<file path="src/rtl/qu_uop.sv">
// Shared uop and issue-queue entry types, plus the source-tag wakeup compare
// used both for queued entries and for the uop being inserted.
package qu_uop;

    localparam int QU_PHY_RF_DEPTH = 128;
    localparam int QU_PRW          = $clog2(QU_PHY_RF_DEPTH);

    typedef struct packed {
        logic [QU_PRW-1:0] rd;
        logic              rd_valid;
        logic [QU_PRW-1:0] rs1;
        logic              rs1_valid;
        logic [QU_PRW-1:0] rs2;
        logic              rs2_valid;
        logic [3:0]        fu_op;
    } uop_ic_t;

    typedef struct packed {
        logic [31:0] pc;
        uop_ic_t     uop_ic;
    } uop_t;

    typedef struct packed {
        uop_t uop;
        logic valid;
        logic rs1_rdy;
        logic rs2_rdy;
    } iq_entry_t;

    // {rs1 hit, rs2 hit}: a live source operand matches the broadcast tag.
    function automatic logic [1:0] wake_hits(input uop_t u, input logic wv,
                                             input logic [QU_PRW-1:0] tag);
        return {wv && u.uop_ic.rs1_valid && (u.uop_ic.rs1 == tag),
                wv && u.uop_ic.rs2_valid && (u.uop_ic.rs2 == tag)};
    endfunction

endpackage

</file>
<file path="src/rtl/iq_select.sv">
// Lowest-index priority encoder over the per-entry issuable vector.
module iq_select #(
    parameter  int N  = 8,
    localparam int IW = (N > 1) ? $clog2(N) : 1
) (
    input  logic [N-1:0]  req,
    output logic          sel_valid,
    output logic [IW-1:0] sel_idx
);

    always_comb begin
        sel_valid = |req;
        sel_idx   = '0;
        for (int i = N - 1; i >= 0; i--) begin
            if (req[i]) begin
                sel_idx = IW'(i);
            end
        end
    end

endmodule

</file>
<file path="src/rtl/issue_queue.sv">
// Age-ordered collapsing issue queue: index 0 is oldest, occupied slots are
// always 0..count-1, and the oldest entry with both operands ready is offered.
module issue_queue
    import qu_uop::*;
#(
    parameter  int PHY_RF_DEPTH = 128,
    parameter  int IQ_DEPTH     = 8,
    localparam int PRW          = $clog2(PHY_RF_DEPTH),
    localparam int CW           = $clog2(IQ_DEPTH + 1)
) (
    input  logic           clk,
    input  logic           rst,
    input  logic           flush,
    input  logic           in_valid,
    input  uop_t           in_uop,
    output logic           in_ready,
    output logic [PRW-1:0] busy_rd_addr1,
    output logic [PRW-1:0] busy_rd_addr2,
    input  logic           busy_rd_data1,
    input  logic           busy_rd_data2,
    input  logic           wakeup_valid,
    input  logic [PRW-1:0] wakeup_tag,
    output logic           out_valid,
    output uop_t           out_uop,
    input  logic           out_ready,
    output logic [CW-1:0]  count
);

    localparam int IW = $clog2(IQ_DEPTH);

    iq_entry_t             q_reg  [IQ_DEPTH];
    iq_entry_t             q_woke [IQ_DEPTH];
    iq_entry_t             q_next [IQ_DEPTH];
    logic [CW-1:0]         count_reg;
    logic [CW-1:0]         count_next;
    logic [IQ_DEPTH-1:0]   rdy_vec;
    logic                  sel_valid;
    logic [IW-1:0]         sel_idx;
    logic                  insert;
    logic                  issue;
    logic [CW-1:0]         ins_idx;
    logic [1:0]            ins_hit;
    iq_entry_t             new_entry;

    assign busy_rd_addr1 = in_uop.uop_ic.rs1;
    assign busy_rd_addr2 = in_uop.uop_ic.rs2;

    // No bypass when full: a same-cycle issue does not open a slot early.
    assign in_ready = (count_reg != CW'(IQ_DEPTH));
    assign insert   = in_valid && in_ready;
    assign issue    = sel_valid && out_ready;
    assign ins_idx  = count_reg - CW'(issue);
    assign count    = count_reg;

    assign ins_hit = wake_hits(in_uop, wakeup_valid, wakeup_tag);

    always_comb begin
        new_entry         = '0;
        new_entry.uop     = in_uop;
        new_entry.valid   = 1'b1;
        new_entry.rs1_rdy = !in_uop.uop_ic.rs1_valid || !busy_rd_data1 || ins_hit[1];
        new_entry.rs2_rdy = !in_uop.uop_ic.rs2_valid || !busy_rd_data2 || ins_hit[0];
    end

    iq_select #(
        .N(IQ_DEPTH)
    ) u_select (
        .req      (rdy_vec),
        .sel_valid(sel_valid),
        .sel_idx  (sel_idx)
    );

    // Select sees only registered ready bits, so outputs never depend on wakeup.
    assign out_valid = sel_valid;
    assign out_uop   = sel_valid ? q_reg[sel_idx].uop : '0;

    generate
        for (genvar gi = 0; gi < IQ_DEPTH; gi++) begin : g_ent
            logic [1:0] hit;
            iq_entry_t  woke;
            iq_entry_t  shifted;
            iq_entry_t  nxt;

            assign hit = wake_hits(q_reg[gi].uop, wakeup_valid, wakeup_tag);

            always_comb begin
                woke = q_reg[gi];
                if (q_reg[gi].valid) begin
                    woke.rs1_rdy = q_reg[gi].rs1_rdy | hit[1];
                    woke.rs2_rdy = q_reg[gi].rs2_rdy | hit[0];
                end
            end

            assign q_woke[gi]  = woke;
            assign rdy_vec[gi] = q_reg[gi].valid && q_reg[gi].rs1_rdy && q_reg[gi].rs2_rdy;

            if (gi == IQ_DEPTH - 1) begin : g_last
                assign shifted = '0;
            end else begin : g_mid
                assign shifted = q_woke[gi+1];
            end

            // Collapse first, then place the new uop just past the survivors.
            always_comb begin
                nxt = woke;
                if (issue && (IW'(gi) >= sel_idx)) begin
                    nxt = shifted;
                end
                if (insert && (ins_idx == CW'(gi))) begin
                    nxt = new_entry;
                end
            end

            assign q_next[gi] = nxt;
        end
    endgenerate

    assign count_next = count_reg + CW'(insert) - CW'(issue);

    always_ff @(posedge clk) begin
        if (rst || flush) begin
            count_reg <= '0;
            for (int i = 0; i < IQ_DEPTH; i++) begin
                q_reg[i] <= '0;
            end
        end else begin
            count_reg <= count_next;
            for (int i = 0; i < IQ_DEPTH; i++) begin
                q_reg[i] <= q_next[i];
            end
        end
    end

endmodule

</file>
<file path="config.mk">
export PLATFORM = sky130hd
export DESIGN_NAME = issue_queue
export DESIGN_NICKNAME = d
export VERILOG_FILES = /design/src/rtl/qu_uop.sv /design/src/rtl/iq_select.sv /design/src/rtl/issue_queue.sv
export SDC_FILE = /design/constraint.sdc
export NUM_CORES = 2
export LEC_CHECK = 0
export ABC_AREA = 1
export BUFFER_PORTS_ARGS = -buffer_cell sky130_fd_sc_hd__buf_2
export CAP_MARGIN = 30
export CELL_PAD_IN_SITES_DETAIL_PLACEMENT = 0
export CELL_PAD_IN_SITES_GLOBAL_PLACEMENT = 1
export CORE_ASPECT_RATIO = 0.5
export CORE_UTILIZATION = 25
export DETAILED_ROUTE_END_ITERATION = 8
export HOLD_SLACK_MARGIN = 0.08
export PLACE_DENSITY = 0.59
export SLEW_MARGIN = 5
export SYNTH_ARGS = -nofsm -noshare
export SYNTH_HDL_FRONTEND = slang
export SYNTH_SLANG_ARGS = --single-unit
export TNS_END_PERCENT = 1
</file>
<file path="constraint.sdc">
create_clock -name clk -period 2.79 [get_ports clk]
set_input_delay 0.1395 -clock clk [delete_from_list [all_inputs] [get_ports clk]]
set_output_delay 0.1395 -clock clk [all_outputs]
set_load 0.005 [all_outputs]
</file>
### Yosys cells after proc, flatten, opt, wreduce, memory -nomap -nowiden

Memories as Yosys holds them, arrays and structs flattened.
Cells that the tools add are included.
W data, S select, Z words.

| storage, ports and cells | value |
|---|---|
| output and inout bits | 80 |
| bits of input ports | 75 |
| word-level logic and storage cells | 188 |
| memories kept | 1 |
| bits in writable memories | 504 |
| flip-flop bits (word level) | 4 |

| cells by class | value |
|---|---|
| magnitude comparators | 8 |
| bitwise operators | 24 |
| mux-type cells | 44 |
| equality and inequality tests | 26 |
| reduce and logical (&&, ||, !) cells | 81 |
| add/subtract/negate cells | 3 |

Memory list:

| name | depth | bits a word | read ports | clocked after Yosys merged registers in | write ports | line | text |
|---|---|---|---|---|---|---|---|
| q_reg | 8 | 63 | 9 | 0 | 8 | issue_queue.sv:31 | `iq_entry_t q_reg [IQ_DEPTH];` |

Operators with widths:

| cell | count |
|---|---|
| $mux W63 | 24 |
| $eq A7 B7 Y1 | 18 |
| $logic_and A1 B1 Y1 | 70 |
| $mux W60 | 1 |
| $mux W3 | 8 |
| $or A1 B1 Y1 | 24 |
| $eq A4 B3 Y1 const B | 4 |
| $mux W2 | 8 |
| $ge A3 B3 Y1 const A | 4 |
| $eq A4 B2 Y1 const B | 2 |
| $reduce_or A8 Y1 | 1 |
| $sub A4 B1 Y4 | 2 |
| $ge A1 B3 Y1 const A | 2 |
| $ge A2 B3 Y1 const A | 2 |
| $logic_or A1 B1 Y1 | 5 |
| $add A4 B1 Y4 | 1 |
| $eq A4 B1 Y1 const B | 1 |
| $logic_not A1 Y1 | 4 |
| $logic_not A4 Y1 | 1 |
| $ne A4 B4 Y1 const B | 1 |
| $mux W1 | 3 |

### Logic depth before layout (Yosys ltp)

An unclocked memory read counts as a cell.

| logic depth | value |
|---|---|
| word-level depth | 16 |
| gate-level depth with buffers | 20 |
| mapped depth without buffers | 18 |

### Modules after synthesis

A second synthesis with hierarchy kept.

| unflattened totals | value |
|---|---|
| cells, all modules | 5112 |
| area total of the unflattened synthesis | 30060.1 um^2 |

By module, submodules not included:

| module | cells an instance | instances | seq. area each (um^2) | area each (um^2) |
|---|---|---|---|---|
| issue_queue | 5090 | 1 | 10169.8 | 29961.2 |
| iq_select | 22 | 1 | 0.0 | 98.8 |

### Worst setup path after synthesis

Ideal clock, no wire load.

| timing path | value |
|---|---|
| kind | reg2reg |
| start | mem q_reg[4][2] (netlist name) |
| end | mem q_reg[4][54] (netlist name) |
| library setup time | 132 ps |
| data arrival time | 2871 ps |
| path slack | -213 ps |
| path buffers | 3 |
| cell stages (with the launch flop) | 21 |
| period minus slack after synthesis | 3003 ps |
| required time | 2658 ps |
| cell sequence | dfxtp_1 -> nand3_1 -> nand2_1 -> nor2_1 -> nand2_1 -> nand2_2 -> inv_2 -> clkbuf_1 -> ha_1 -> ha_1 -> inv_1 -> nor3_1 -> inv_1 -> nor2_1 -> buf_2 -> buf_2 -> nor2_1 -> nand3_1 -> nand2_1 -> inv_1 -> a21oi_1 |

RTL lines:

| element | line |
|---|---|
| start: declaration | issue_queue.sv:31 |

==> summary by stage <==
Finish
The fraction of layout instances using a drive strength above 1 is 0.1370. Summing all flip-flop and latch instances after layout gives 10180 sq um. The area overhead of the layout relative to synthesis is 27.81%. The net total in the final layout is 5446. The number of filler instances in the final layout is 13220. Summing all multi-input logic gate instances after layout gives 17250 sq um.

With fillers left out, the area of the finished cells amounts to 39330 sq um. The flip-flop count of the largest register, all copies and words added is 504.

Worst setup path
Traced cell by cell, the critical path runs through nand2_2 -> buf_6 -> nor2_2 -> nand2_1 -> nand2_1 -> nand2_2 -> nand2_2 -> nand2_2 -> nand2_4 -> nand2_8 -> buf_4 -> buf_16 -> nand2_1 -> nand3_1 -> nand3_1 -> nand2_2 -> buf_2. The worst register-to-register path ends at q_reg[1][21]$_SDFFE_PP0P_. The count of cells along the worst register-to-register path is 20. In this design, the critical path's most frequently occurring cell is nand2_2. By startpoint and endpoint, the worst setup path is classified as flop to output port.

For the worst setup path, the data required time is 2650 ps. STA puts the critical path data arrival time at 2830 ps. The worst register-to-register path begins at q_reg[6][1]$_SDFF_PP0_. The largest single stage delay on the critical path is 330 ps. The type of destination of the critical path is an output port.

Tracing the worst setup path back leads to its startpoint at q_reg[7][0]$_SDFF_PP0_. The highest-delay cell along the critical path is dfxtp_2. The kind of launch point of the worst setup path is a flop. In this run the worst path has a maximum fanout of 39. The reg2reg setup slack is -120 ps.

Pwr
Of the total power, registers draw 0.448. Internal power comes to 11.97 mW. The switching power is 4.434 mW. The standby leakage power is 15.99 nW. Of the total power, the clock network draws 0.474. The total chip power is 16.40 mW.

Of the total power, combinational logic draws 0.078. The power density relative to cell area is 417.1 nW/um^2. Of the total power, the share spent switching nets is 0.2703. The maximum vdd drop is 0.4676 mV.

Floorplanning
The floorplan die area is 124600 sq um. After floorplanning, the core was sized to cover 121300 sq um. The top-level I/O count is 155. The effective utilization at floorplan is 0.2537.

From bottom edge to top edge, the die measures 250.1 um. The x dimension of the die is 498.1 um. The number of standard-cell rows in the floorplan is 90.

GRT
The number of global-route vias before repair is 33460. After global routing the overflow that remains totals 0. For met3 alone, demand over resource in global routing was 0.03292. The layer flagged by global routing as most heavily used is met2. For this run, the total global-route usage over all layers was measured as 0.2503. The global routing met1 resource utilization is 0.3523. The met2 global-route usage is 0.3945. The first global-routing pass estimated 234000 um of wire. The initial antenna violation count came to 4. Entering global routing, the biggest net connects 123 pins.

Hold path
The tightest min-delay check is of the primary input to flop type. The number of instances on the worst hold path is 4. The startpoint identified for the worst hold timing path is flush. The worst hold path terminates at q_reg[6][44]$_SDFFE_PP0P_.

Timing
For the pin with the worst max-slew slack, the measured transition is 943.8 ps. The worst-case hold slack is 132.6 ps. Setup violations remaining at the end of the flow were counted as 153. The final number of max-transition violations came to 0. Setup repair after global routing could not meet its margin everywhere. The shortest clock period the worst path allows after layout is 2972 ps. In this run the tightest slew margin relative to its limit is 0.3708. The post-route clock period utilization is 1.065. Once routing completed, OpenROAD measured the worst setup slack at -181.9 ps. The worst setup skew after layout is 19.26 ps. The final hold violation count came to 0. The achievable clock frequency is 0.3365 GHz.

Synth
Of the total synthesized cell area, the portion taken by full adders, half adders and majority gates is 0.004310. Of the post-synthesis cell area, the part taken by muxes is 0. Summing every instance area after synthesis gives 30770 sq um. After synthesis the netlist holds a flip-flop and latch count of 508. The share of synthesized area in the top cell type comes to 0.3305.

The distinct cell type count of the synthesized netlist is 40. The simple logic cell fraction of the synthesized area is 0.4065. The async set-reset flop share out of synthesis is 0. The dominant register cell in the synthesized netlist is dfxtp_1. The dominant combinational cell family by area after synthesis is simple AND/OR/NAND/NOR gates. After technology mapping, the gate count stands at 5209. The parity-gate share of the synthesized area counting xor and xnor cells is 0.008824. The part of the Yosys area used for sequential elements is 0.3305. The share of the synthesized area in compound gates (AO/OA/AOI/OAI) is 0.1149. By area the synthesized netlist is led by dfxtp_1 33%, nand2_1 17%, nand3_1 15%, inv_1 7.4%, nor2_1 6.9%. The average instance in the mapped netlist occupies 5.907 sq um.

The count of yosys warnings during synthesis is 0. The cell taking the most area after synthesis is dfxtp_1. Counting every net in the synthesized netlist gives 5294. The number of flops mapped to enable cells by yosys is 0.

CTS
In this run the number of H-tree levels came out at 2. The clock sink count is 508. Buffers inserted during clock tree synthesis total 58. The clock root buffer master is clkbuf_16. At the later pin of the worst-skew pair, clock insertion delay measures 660 ps.

The TritonCTS clock tree is done. The maximum clock path buffer count is 3. The clock transition at the registers of the reported paths is 70 ps.

Placed design
Input and output buffers added on the ports amount to 154. After legalization and detailed placement, the total HPWL measured 94030 um. The congestion estimate from routability-driven global placement came to 0.8951.

Summing all placed instances gives a cell area of 34810 sq um.

Detailed routing
The DRC violation total after the first TritonRoute iteration is 3976. The number of remaining DRC errors is 0. The detail route stage leaves a number of antenna-violating nets equal to 0. The routed layout has 36320 vias. The wire length reported by the detailed router is 163100 um. The total iterations of the first detailed-routing run is 8.

The detailed-route wire length per cell is 23.25 um. The via count normalized by instance count is 5.176.

Status
The final reports fail on setup timing. The run finished, with violations left.

Job
The max-capacitance violation count is 0.
## kinds of logic after synthesis
logic type	after synthesis
and+or+nand+nor	2966
buffers and inverters	1035
AOI/OAI and AO/OA	659
DFF	508
xor gates and xnor gates	31
adders and majority gates	10
## synth_stat cells, types with 9 or more instances
cell,number
nand2_1,1386
nand3_1,936
inv_1,606
nor2_1,564
dfxtp_1,508
a21oi_1,212
clkbuf_1,198
o21ai_0,178
buf_2,147
a31oi_1,109
o21ai_1,106
buf_1,46
o22ai_1,29
nor3_1,27
xor2_1,25
buf_4,20
a22oi_1,15
nand4_1,15
inv_2,11
or2_2,11
ha_1,9
## final cells by class
| class | count | share of cell area |
|---|---|---|
| multi-input cells | 3666 | 0.4387 |
| clock inverters | 10 | 0.002068 |
| well taps | 1610 | 0.05122 |
| repair buffers | 506 | 0.1440 |
| clock buffers | 92 | 0.04375 |
| flip-flops and latches | 508 | 0.2588 |
| diodes | 3 | 0.0001909 |
| inverters | 621 | 0.06131 |
## timing repair
action / 4_1_cts / 5_1_grt
setup buffers: 17 / 8
pin swaps: 42 / 52
hold buffers: 65 / 0
hold endpoints to repair: 469 / 0
gates resized for setup: 167 / 107
cloned: 21 / 8
endpoints found under the setup margin: 511 / 566
## how the worst max path moves through the flow
stage | endpoint | slack, ps | cells past startpoint
after floorplan | q_reg[4][54]$_SDFFE_PP0P_ | -70 | 20
after global placement | q_reg[1][27]$_SDFFE_PP0P_ | -180 | 17
after detailed placement | q_reg[4][2]$_SDFFE_PP0P_ | -210 | 17
after CTS | out_uop[1] | -180 | 18
after global routing | out_uop[35] | -300 | 15
final | out_uop[19] | -180 | 17
## power by group through the flow
| stage | Combinational [mW] | Clock [mW] | Sequential (mW) |
|---|---|---|---|
| after floorplan | 0.560 | 0 | 7.49 |
| after global placement | 1.14 | 0 | 7.50 |
| after detailed placement | 1.15 | 0 | 7.50 |
| after CTS | 1.23 | 7.92 | 7.34 |
| after global routing | 1.34 | 8.23 | 7.34 |
| final | 1.28 | 7.78 | 7.34 |
## cells in the final DEF, fill, tap and decap left out, types with 4 or more instances in the layout
cell           instances
nor2_4                14
a21oi_1              208
nor2_1               552
buf_2                145
xnor2_1                6
ha_1                   7
or2_2                 11
xor2_1                24
nor2_2                 7
o22ai_1               29
buf_6                 20
buf_4                138
clkbuf_8              12
nand3_1              871
nand2_1             1312
nand3_4                4
nor4_1                 4
dlygate4sd3_1         65
a22oi_1               13
nor3b_1                4
a31oi_1              109
nand3_2               64
dfxtp_1              502
nand4_1               15
nand2_2               60
nor3_1                25
clkbuf_1              21
inv_1                602
o21ai_1              125
clkinv_2              17
a211oi_1               4
buf_16                28
buf_12                94
dfxtp_2                6
o21ai_0              158
nand2_4               18
clkbuf_16             67
buf_8                  5
a21oi_2                4
## through the flow
stage,TNS (ps),setup WS (ps),util,instances
floorplan,-14870,-66.13,-,5209
global placement,-32140,-182.3,0.2868,6791
detailed placement,-49970,-212.8,0.2870,6792
CTS,-34510,-176.9,0.3186,6997
global route,-66760,-302.4,0.3243,7016
finish,-11080,-181.9,0.3243,7016
## worst max-delay path, delay by kind of cell (launching register included)
kind | cells | cell delay [ps]
and+or+nand+nor | 13 | 1170
buffers and inverters | 4 | 650
DFF | 1 | 330
## layer usage
layer	wire, um	vias to the layer above
met5	0	-
met2	71950	1619
met3	12790	296
met4	4872	0
li1	-	16900
met1	73490	17500
No activity file was read; power rests on OpenSTA's default activity.
